===== src/rtl/grn_pkg.sv =====
// Shared types and default sizes for the gene-regulatory-network attractor controller.
package grn_pkg;

  localparam int N_NODES_DEF = 188;
  localparam int CNT_W_DEF   = 24;
  localparam int IDX_W_DEF   = 16;

  typedef enum logic [2:0] {
    ST_IDLE   = 3'd0,
    ST_LOAD   = 3'd1,
    ST_SEARCH = 3'd2,
    ST_PERIOD = 3'd3,
    ST_REPORT = 3'd4
  } state_t;

endpackage


===== src/rtl/grn_attractor_ctrl_if.sv =====
// Result handshake bundle: one attractor record (meet step, period, timeout) per initial state.
interface grn_attractor_ctrl_if import grn_pkg::*; #(
  parameter int CNT_W = CNT_W_DEF,
  parameter int IDX_W = IDX_W_DEF
) ();

  logic             res_valid;
  logic             res_ready;
  logic [IDX_W-1:0] res_idx;
  logic [CNT_W-1:0] res_meet;
  logic [CNT_W-1:0] res_period;
  logic             res_timeout;

  modport master (
    output res_valid, res_idx, res_meet, res_period, res_timeout,
    input  res_ready
  );

  modport slave (
    input  res_valid, res_idx, res_meet, res_period, res_timeout,
    output res_ready
  );

endinterface


===== src/rtl/grn_vec_cmp.sv =====
// Purely combinational wide equality compare of the slow and fast node state vectors.
module grn_vec_cmp #(
  parameter int W = 188
) (
  input  logic [W-1:0] a,
  input  logic [W-1:0] b,
  output logic         eq
);

  assign eq = (a == b);

endmodule


===== src/rtl/grn_attractor_ctrl.sv =====
// Sweeps initial states through an external node array and finds each attractor with
// tortoise/hare stepping (s0 half rate, s1 full rate), then measures the cycle period.
module grn_attractor_ctrl import grn_pkg::*; #(
  parameter int N_NODES = N_NODES_DEF,
  parameter int CNT_W   = CNT_W_DEF,
  parameter int IDX_W   = IDX_W_DEF
) (
  input  logic               clk,
  input  logic               rst,
  input  logic               start,
  input  logic [N_NODES-1:0] seed,
  input  logic [IDX_W-1:0]   num_inits,
  input  logic [CNT_W-1:0]   max_steps,
  input  logic [N_NODES-1:0] s0_vec,
  input  logic [N_NODES-1:0] s1_vec,
  output logic               reset_nos,
  output logic               start_s0,
  output logic               start_s1,
  output logic [N_NODES-1:0] init_state,
  grn_attractor_ctrl_if.master res,
  output logic               busy,
  output logic               done
);

  localparam int EW = (N_NODES < IDX_W) ? N_NODES : IDX_W;

  state_t             state;
  logic [N_NODES-1:0] seed_r;
  logic [IDX_W-1:0]   num_r;
  logic [CNT_W-1:0]   max_r;
  logic [IDX_W-1:0]   idx;
  logic [CNT_W-1:0]   k;
  logic [CNT_W-1:0]   p;
  logic [CNT_W-1:0]   meet_r;
  logic [CNT_W-1:0]   period_r;
  logic               timeout_r;
  logic [N_NODES-1:0] idx_ext;
  logic               vec_eq;
  logic               meet_hit;
  logic               search_to;
  logic               period_hit;
  logic               period_to;

  grn_vec_cmp #(.W(N_NODES)) u_cmp (
    .a  (s0_vec),
    .b  (s1_vec),
    .eq (vec_eq)
  );

  always_comb begin
    idx_ext = '0;
    for (int i = 0; i < EW; i++) idx_ext[i] = idx[i];
  end

  assign init_state = seed_r ^ idx_ext;

  // Meet takes priority over the step limit when both land on the same cycle.
  assign meet_hit   = (state == ST_SEARCH) && !k[0] && (k[CNT_W-1:1] != '0) && vec_eq;
  assign search_to  = (state == ST_SEARCH) && !meet_hit && (k == max_r);
  assign period_hit = (state == ST_PERIOD) && (p != '0) && vec_eq;
  assign period_to  = (state == ST_PERIOD) && !period_hit && (p == max_r);

  assign reset_nos = (state == ST_LOAD);
  assign start_s0  = (state == ST_SEARCH) && !meet_hit && !search_to;
  assign start_s1  = start_s0 || ((state == ST_PERIOD) && !period_hit && !period_to);
  assign busy      = (state != ST_IDLE);

  assign res.res_valid   = (state == ST_REPORT);
  assign res.res_idx     = idx;
  assign res.res_meet    = meet_r;
  assign res.res_period  = period_r;
  assign res.res_timeout = timeout_r;

  always_ff @(posedge clk) begin
    if (rst) begin
      state     <= ST_IDLE;
      seed_r    <= '0;
      num_r     <= '0;
      max_r     <= '0;
      idx       <= '0;
      k         <= '0;
      p         <= '0;
      meet_r    <= '0;
      period_r  <= '0;
      timeout_r <= 1'b0;
      done      <= 1'b0;
    end else begin
      done <= 1'b0;
      unique case (state)
        ST_IDLE: begin
          if (start) begin
            if (num_inits == '0) begin
              done <= 1'b1;
            end else begin
              seed_r <= seed;
              num_r  <= num_inits;
              max_r  <= max_steps;
              idx    <= '0;
              state  <= ST_LOAD;
            end
          end
        end
        ST_LOAD: begin
          k         <= '0;
          p         <= '0;
          meet_r    <= '0;
          period_r  <= '0;
          timeout_r <= 1'b0;
          state     <= ST_SEARCH;
        end
        ST_SEARCH: begin
          if (meet_hit) begin
            meet_r <= k;
            p      <= '0;
            state  <= ST_PERIOD;
          end else if (search_to) begin
            timeout_r <= 1'b1;
            meet_r    <= k;
            period_r  <= '0;
            state     <= ST_REPORT;
          end else begin
            k <= k + 1'b1;
          end
        end
        ST_PERIOD: begin
          if (period_hit) begin
            period_r <= p;
            state    <= ST_REPORT;
          end else if (period_to) begin
            timeout_r <= 1'b1;
            period_r  <= '0;
            state     <= ST_REPORT;
          end else begin
            p <= p + 1'b1;
          end
        end
        ST_REPORT: begin
          if (res.res_ready) begin
            idx <= idx + 1'b1;
            if ((idx + 1'b1) == num_r) begin
              done  <= 1'b1;
              state <= ST_IDLE;
            end else begin
              state <= ST_LOAD;
            end
          end
        end
        default: state <= ST_IDLE;
      endcase
    end
  end

endmodule


===== src/flat_wrapper.sv =====
// flat-port wrapper written by rule: the top's interface ports become plain ports
module grn_attractor_ctrl_flat import grn_pkg::*;
#(
  parameter int N_NODES = N_NODES_DEF,
  parameter int CNT_W   = CNT_W_DEF,
  parameter int IDX_W   = IDX_W_DEF
)
  (clk, rst, start, seed, num_inits, max_steps, s0_vec, s1_vec, reset_nos, start_s0, start_s1, init_state, busy, done, res_res_valid, res_res_idx, res_res_meet, res_res_period, res_res_timeout, res_res_ready);
  grn_attractor_ctrl_if #(.CNT_W(CNT_W), .IDX_W(IDX_W)) res_i ();
  input  logic clk;
  input  logic rst;
  input  logic start;
  input  logic [N_NODES-1:0] seed;
  input  logic [IDX_W-1:0] num_inits;
  input  logic [CNT_W-1:0] max_steps;
  input  logic [N_NODES-1:0] s0_vec;
  input  logic [N_NODES-1:0] s1_vec;
  output logic reset_nos;
  output logic start_s0;
  output logic start_s1;
  output logic [N_NODES-1:0] init_state;
  output logic busy;
  output logic done;
  output wire logic [$bits(res_i.res_valid)-1:0] res_res_valid;
  output wire logic [$bits(res_i.res_idx)-1:0] res_res_idx;
  output wire logic [$bits(res_i.res_meet)-1:0] res_res_meet;
  output wire logic [$bits(res_i.res_period)-1:0] res_res_period;
  output wire logic [$bits(res_i.res_timeout)-1:0] res_res_timeout;
  input wire logic [$bits(res_i.res_ready)-1:0] res_res_ready;
  assign res_res_valid = res_i.res_valid;
  assign res_res_idx = res_i.res_idx;
  assign res_res_meet = res_i.res_meet;
  assign res_res_period = res_i.res_period;
  assign res_res_timeout = res_i.res_timeout;
  assign res_i.res_ready = res_res_ready;
  grn_attractor_ctrl #(.N_NODES(N_NODES), .CNT_W(CNT_W), .IDX_W(IDX_W)) u_core (.clk(clk), .rst(rst), .start(start), .seed(seed), .num_inits(num_inits), .max_steps(max_steps), .s0_vec(s0_vec), .s1_vec(s1_vec), .reset_nos(reset_nos), .start_s0(start_s0), .start_s1(start_s1), .init_state(init_state), .res(res_i), .busy(busy), .done(done));
endmodule

===== config.mk =====
export PLATFORM = sky130hd
export DESIGN_NAME = grn_attractor_ctrl_flat
export DESIGN_NICKNAME = d
export VERILOG_FILES = /design/src/rtl/grn_pkg.sv /design/src/rtl/grn_attractor_ctrl_if.sv /design/src/rtl/grn_vec_cmp.sv /design/src/rtl/grn_attractor_ctrl.sv /design/src/flat_wrapper.sv
export SDC_FILE = /design/constraint.sdc
export NUM_CORES = 1
export LEC_CHECK = 0
export ABC_AREA = 1
export BUFFER_PORTS_ARGS = -buffer_cell sky130_fd_sc_hd__buf_2
export CAP_MARGIN = 10
export CORE_AREA = 2 2 338 340
export DETAILED_ROUTE_END_ITERATION = 6
export DIE_AREA = 0 0 340 342
export PLACE_DENSITY = 0.33
export SYNTH_ARGS = -nofsm -noshare
export SYNTH_HDL_FRONTEND = slang
export SYNTH_SLANG_ARGS = --single-unit

===== constraint.sdc =====
create_clock -name clk -period 2.15 [get_ports clk]
set_input_delay 0.43 -clock clk [delete_from_list [all_inputs] [get_ports clk]]
set_output_delay 0.43 -clock clk [all_outputs]
set_load 0.005 [all_outputs]

-- Word level (Yosys, flattened, before mapping)
Cells that the tools add are included.
- register bits: 345
- input port bits: 608
- muxes and demuxes: 38
- bitwise logic cells: 2
- $add $sub $neg: 3
- equality and inequality tests: 20
- reduce and logical (&&, ||, !) cells: 33
- operators by type and width (operator ; number):
    $mux 24 ; 11
    $eq 188x188->1 ; 1
    $xor 188x16->188 ; 1
    $pmux 24 s3 ; 2
    $pmux 24 s2 ; 2
    $add 24x1->24 const B ; 2
    $eq 24x24->1 ; 2
    $mux 16 ; 3
    $pmux 16 s2 ; 1
    $reduce_bool 24->1 ; 1
    $reduce_bool 23->1 ; 1
    $mux 3 ; 7
    $add 16x1->16 const B ; 1
    $eq 16x16->1 ; 1
    $logic_not 16->1 ; 1
    $pmux 3 s5 ; 1
    $ne 2x2->1 const B ; 6
    $reduce_and 4->1 ; 3
    $logic_and 1x1->1 ; 11
    $reduce_and 5->1 ; 2
    $mux 1 ; 9
    $ne 2x1->1 const B ; 4
    $eq 3x2->1 const B ; 2
    $ne 3x1->1 const B ; 2
    12 further kinds ; 19

-- Logic depth before layout (Yosys ltp)
- word-level depth: 10
- gate-level depth with buffers: 17
- gate-level depth less buffers: 17

-- Modules after synthesis
A second synthesis with hierarchy kept.
- cell total of the unflattened synthesis: 2740
- area, all modules: 19333.5 sq um
- by module, submodules not included (module ; times used ; cells each ; area each (sq um)):
    grn_attractor_ctrl ; 1 ; 2292 ; 16794.9
    grn_vec_cmp ; 1 ; 448 ; 2538.7

-- Least setup slack after synthesis
OpenSTA, ideal clock, no wires.
- path kind: input to output
- start point: input port s0_vec[150]
- end point: output port start_s1
- path buffers: 1
- data arrival time: 1596 ps
- stages on the path: 14
- slack: 124 ps
- path through: inv_1 > nand2_1 > nand2_1 > nor2_1 > nand2_1 > nor2_1 > nand2_1 > nor2_1 > nand2_1 > nor2_4 > nand3_4 > nand2_4 > buf_2 > nand2_1
- cells in the longest elaborated chain, start to end: 8
- elaborated cells between the ends (all ways): 14
- ends and longest elaborated chain (what ; line ; text):
    from (decl) ; flat_wrapper.sv:16 ; input logic [N_NODES-1:0] s0_vec;
    $eq 188x188->1 * ; grn_vec_cmp.sv:10 ; assign eq = (a == b);
    $logic_and 1x1->1 (on tied branches) ; grn_attractor_ctrl.sv:58, grn_attractor_ctrl.sv:60 ;
    $logic_not 1->1 (on tied branches) ; -- ;
    $logic_and 1x1->1 (on tied branches) ; -- ;
    $logic_and 1x1->1 (on tied branches) ; grn_attractor_ctrl.sv:59, grn_attractor_ctrl.sv:61 ;
    $logic_not 1->1 (on tied branches) ; grn_attractor_ctrl.sv:64, grn_attractor_ctrl.sv:65 ;
    $logic_and 1x1->1 (on tied branches) ; grn_attractor_ctrl.sv:64, grn_attractor_ctrl.sv:65 ;
    $logic_or 1x1->1 * ; grn_attractor_ctrl.sv:65 ; assign start_s1 = start_s0 || ((state == ST_PERIOD) && !period_hit && !period_to);
    to (decl) ; flat_wrapper.sv:20 ; output logic start_s1;
Every way passes the cells marked *; elsewhere a longest branch is shown, timed or not.

-- Worst setup path in the final report
- start point: register u_core.p[2]
- end point: output port start_s1
- cells in the longest elaborated chain, start to end: 9
- elaborated cells between the ends (all ways): 10
- ends and longest elaborated chain (what ; line ; text):
    from (decl) ; grn_attractor_ctrl.sv:33 ; logic [CNT_W-1:0] p;
    from (signal assigned) ; grn_attractor_ctrl.sv:134 ; p <= p + 1'b1;
    $reduce_bool 24->1 ; grn_attractor_ctrl.sv:60 ; assign period_hit = (state == ST_PERIOD) && (p != '0) && vec_eq;
    $logic_and 1x1->1 (2 in series) ; grn_attractor_ctrl.sv:60 ;
    $logic_not 1->1 ; grn_attractor_ctrl.sv:61, grn_attractor_ctrl.sv:65 ;
    $logic_and 1x1->1 ; grn_attractor_ctrl.sv:61, grn_attractor_ctrl.sv:65 ;
    $logic_and 1x1->1 ; grn_attractor_ctrl.sv:61 ; assign period_to = (state == ST_PERIOD) && !period_hit && (p == max_r);
    $logic_not 1->1 ; grn_attractor_ctrl.sv:65 ;
    $logic_and 1x1->1 * ; grn_attractor_ctrl.sv:65 ;
    $logic_or 1x1->1 * ; grn_attractor_ctrl.sv:65 ;
Marks and branches as above.

==> results.json <==
{
  "first_pass_iters": 5,
  "synth.top_cell.area_share": 0.3509,
  "syn2layout_area_growth_pct": 44.75,
  "regArea_um2": 6943,
  "finalHoldViolCount": 0,
  "netlist.top_cell.by_area": "dfxtp_1",
  "wire_per_inst_um": 18.63,
  "dp_hpwl_um": 83200,
  "cp.arrival_ps": 2240,
  "initial_core_util": 0.1740,
  "die_w_um": 340,
  "vias": 21479,
  "yosysSeqAreaShare": 0.3509,
  "drc": 0,
  "critical_path.cell_chain": "buf_6 -> nand2_2 -> nand4_1 -> nor4_2 -> buf_4 -> nand3_2 -> nand2_2 -> inv_2 -> nand2_4 -> nand2_2 -> buf_2",
  "synth_cell_type_count": 40,
  "crit_top_cell": "nand2_2",
  "tritoncts": "yes",
  "io_pins": 867,
  "max_slew_margin": 0.4139,
  "core-area_um2": 113100,
  "cpMaxStageDelayCell": "dfxtp_4",
  "routed_wl_um": 101900,
  "ys_ff_latch": 345,
  "grt_pass1_vias": 21122,
  "multi_input_comb_area_um2": 10150,
  "grt_pass1_wl_um": 145400,
  "path_clk_slew_ps": 60,
  "cpPeakStageDelay_ps": 360,
  "violations": "negative setup slack",
  "async_flop_share": 0,
  "p_leak_nw": 13.91,
  "hp-start": "seed[106]",
  "post-route-util": 0.2519,
  "rr_endpoint": "u_core.p[6]$_SDFFE_PP0P_",
  "crit_type": "register to output pin",
  "critPathTopFamily": "simple AND/OR/NAND/NOR gates",
  "hold_end": "u_core.seed_r[106]$_SDFFE_PP0P_",
  "place_area_um2": 26050,
  "grt_max_degree": 106,
  "cp-start-kind": "register",
  "numCtsBuffers": 46,
  "die_h_um": 342,
  "drv_cap": 0,
  "rsz0062_at_grt": "true",
  "grt-ovfl-total": 0,
  "yosys_warnings": 0,
  "worst_slack_ps": -524.8,
  "setup_viol": 50,
  "layout-drive-gt1-share": 0.3446,
  "design_area_um2": 28490,
  "rr_startpoint": "u_core.p[10]$_SDFFE_PP0P_",
  "path_buf_inv": 4,
  "cts_root_buffer": "clkbuf_16",
  "period_needed_ps": 2675,
  "syn_avg_cell_area_um2": 6.497,
  "clock_latency_ps": 630,
  "yosysMostFrequentCell": "nor2_1",
  "clock-skew-final_ps": 28.26,
  "path_max_fanout": 3,
  "htree_levels": 2,
  "end_kind": "output pin",
  "final.fill_count": 12945,
  "ff2ff_path_depth": 14,
  "synthCells": 3030,
  "powerDensity_nw_per_um2": 958.1,
  "place_inst": 5337,
  "cts_sinks": 345,
  "cp.required_ps": 1720,
  "ir_drop_mv": 0.5442,
  "instances_no_fill": 5470,
  "synthesis.area_um2": 19690,
  "tightest_slew_ps": 878.1,
  "die_area_um2": 116300,
  "netlist_top_cells_area": "dfxtp_1, nor2_1, nand2_1",
  "finalNetCount": 4524,
  "syn-num-nets": 3642,
  "io_buffers": 866,
  "rrSetupSlack_ps": -110,
  "drtIter0Drc": 1249,
  "ant_nets": 0,
  "grt_usage": 0.1682,
  "grt_antenna_before_repair": 46,
  "synth-edff-count": 0,
  "synthTopCellsByCount": "nor2_1, nand2_1, dfxtp_1",
  "via_per_inst": 3.927,
  "ys.flop_type": "dfxtp_1",
  "fmax_mhz": 373.9,
  "globalplace.congestion": 0.9175,
  "place_ws_ps": -963.9,
  "hp-class": "primary input to register",
  "outcome": "complete, but fails checks",
  "num_rows": 124,
  "finalCritPeriodShare": 1.244,
  "cts_buffer_depth": 3,
  "finalMaxSlewViolations": 0,
  "hold_depth": 3
}
[sequential cells by signal, summed over array words and instances (netlist names)]
| signal | cells |
|---|---|
| u_core.seed_r | 188 |
| u_core.k | 24 |
| u_core.res.res_idx | 16 |
| u_core.res.res_period | 24 |
| u_core.state | 3 |
| u_core.res.res_timeout | 1 |
| u_core.p | 24 |
| u_core.done | 1 |
| u_core.max_r | 24 |
| u_core.res.res_meet | 24 |
| u_core.num_r | 16 |
[power breakdown]
| group | internal (mW) | switching, mW | total [mW] |
|---|---|---|---|
| Combinational | 4.51 | 6.24 | 10.8 |
| Sequential | 7.87 | 0.903 | 8.77 |
| Clock | 4.45 | 3.33 | 7.78 |
| Total | 16.8 | 10.5 | 27.3 |
[cell type report]
type	instances	area share
clock inverter	11	0.006148
inverter	293	0.03956
multi-input combinational	2082	0.3563
clock buffer	66	0.04549
tap	1512	0.06639
antenna	17	0.001493
sequential	345	0.2437
timing repair buffer	1144	0.2409
[cells by family (layout without fill, tap and decap cells)]
| group | count (synthesis) | count (layout) | share of synthesized area |
|---|---|---|---|
| compound gates | 378 | 378 | 0.09699 |
| xor+xnor | 161 | 161 | 0.07303 |
| fa+ha+maj | 4 | 4 | 0.002543 |
| buf+inv | 606 | 1514 | 0.1555 |
| flops | 345 | 345 | 0.3509 |
| other cells | 0 | 17 | 0 |
| simple gates | 1536 | 1539 | 0.3211 |
[stage by stage]
stage | TNS [ps] | hold slack, ps | power (mW)
final | -4001 | 48.99 | 27.30
after global routing | -13310 | 26.45 | 29.35
after CTS | -8020 | 0.1705 | 27.46
after detailed placement | -114540 | 453.0 | 18.86
after global placement | -118030 | 445.7 | 18.93
after floorplan | 0 | 442.6 | 15.07
[tightest hold or removal path, delay by kind of cell]
kind,cells,cell delay (ps)
AOI/OAI and AO/OA,1,70
and+or+nand+nor,1,70
buffers and inverters,1,70
[routing by layer]
layer  global-route usage  part of all wire  vias up
met2               0.2748              0.46      551
li1                     -                 -    11065
met5                    0            0.0016        -
met4              0.03272             0.016       26
met3              0.04133             0.073      121
met1               0.2245              0.45     9716
[cells in the final DEF (no fill, tap or decap), drive strengths merged]
cell type and count:
a21o 1, xor2 81, bufinv 2, diode 17
a41oi 1, o22ai 1, clkbuf 66, inv 292
dfxtp 345, o2111ai 1, nand3 92, nor3b 1
xnor3 2, ha 4, xnor2 78, nor4 23
nor2 690, dlygate4sd3 17, clkinv 8, or2 26
nand2 608, nor3 29, clkinvlp 2, buf 1127
a21oi 127, nand4 70, o21ai 246, o21a 1
[worst max-delay path by stage]
stage	from	end	slack, ps	cells past startpoint
global placement	s1_vec[145]	u_core.res.res_period[5]$_SDFFE_PP0P_	-950	15
global route	u_core.p[2]$_SDFFE_PP0P_	start_s1	-670	11
floorplan	s0_vec[150]	start_s1	120	14
finish	u_core.p[2]$_SDFFE_PP0P_	start_s1	-520	11
CTS	u_core.p[10]$_SDFFE_PP0P_	start_s1	-660	10
detailed placement	s1_vec[145]	u_core.res.res_period[0]$_SDFFE_PP0P_	-960	15
[what timing repair did]
item,4_1_cts,5_1_grt
gates cloned,3,3
endpoints found under the hold margin,17,0
pin swaps,19,33
setup buffers,12,6
hold buffers,17,0
endpoints found under the setup margin,102,105
gates resized for setup,73,94
Note: power is estimated with default switching activity, not from simulation.
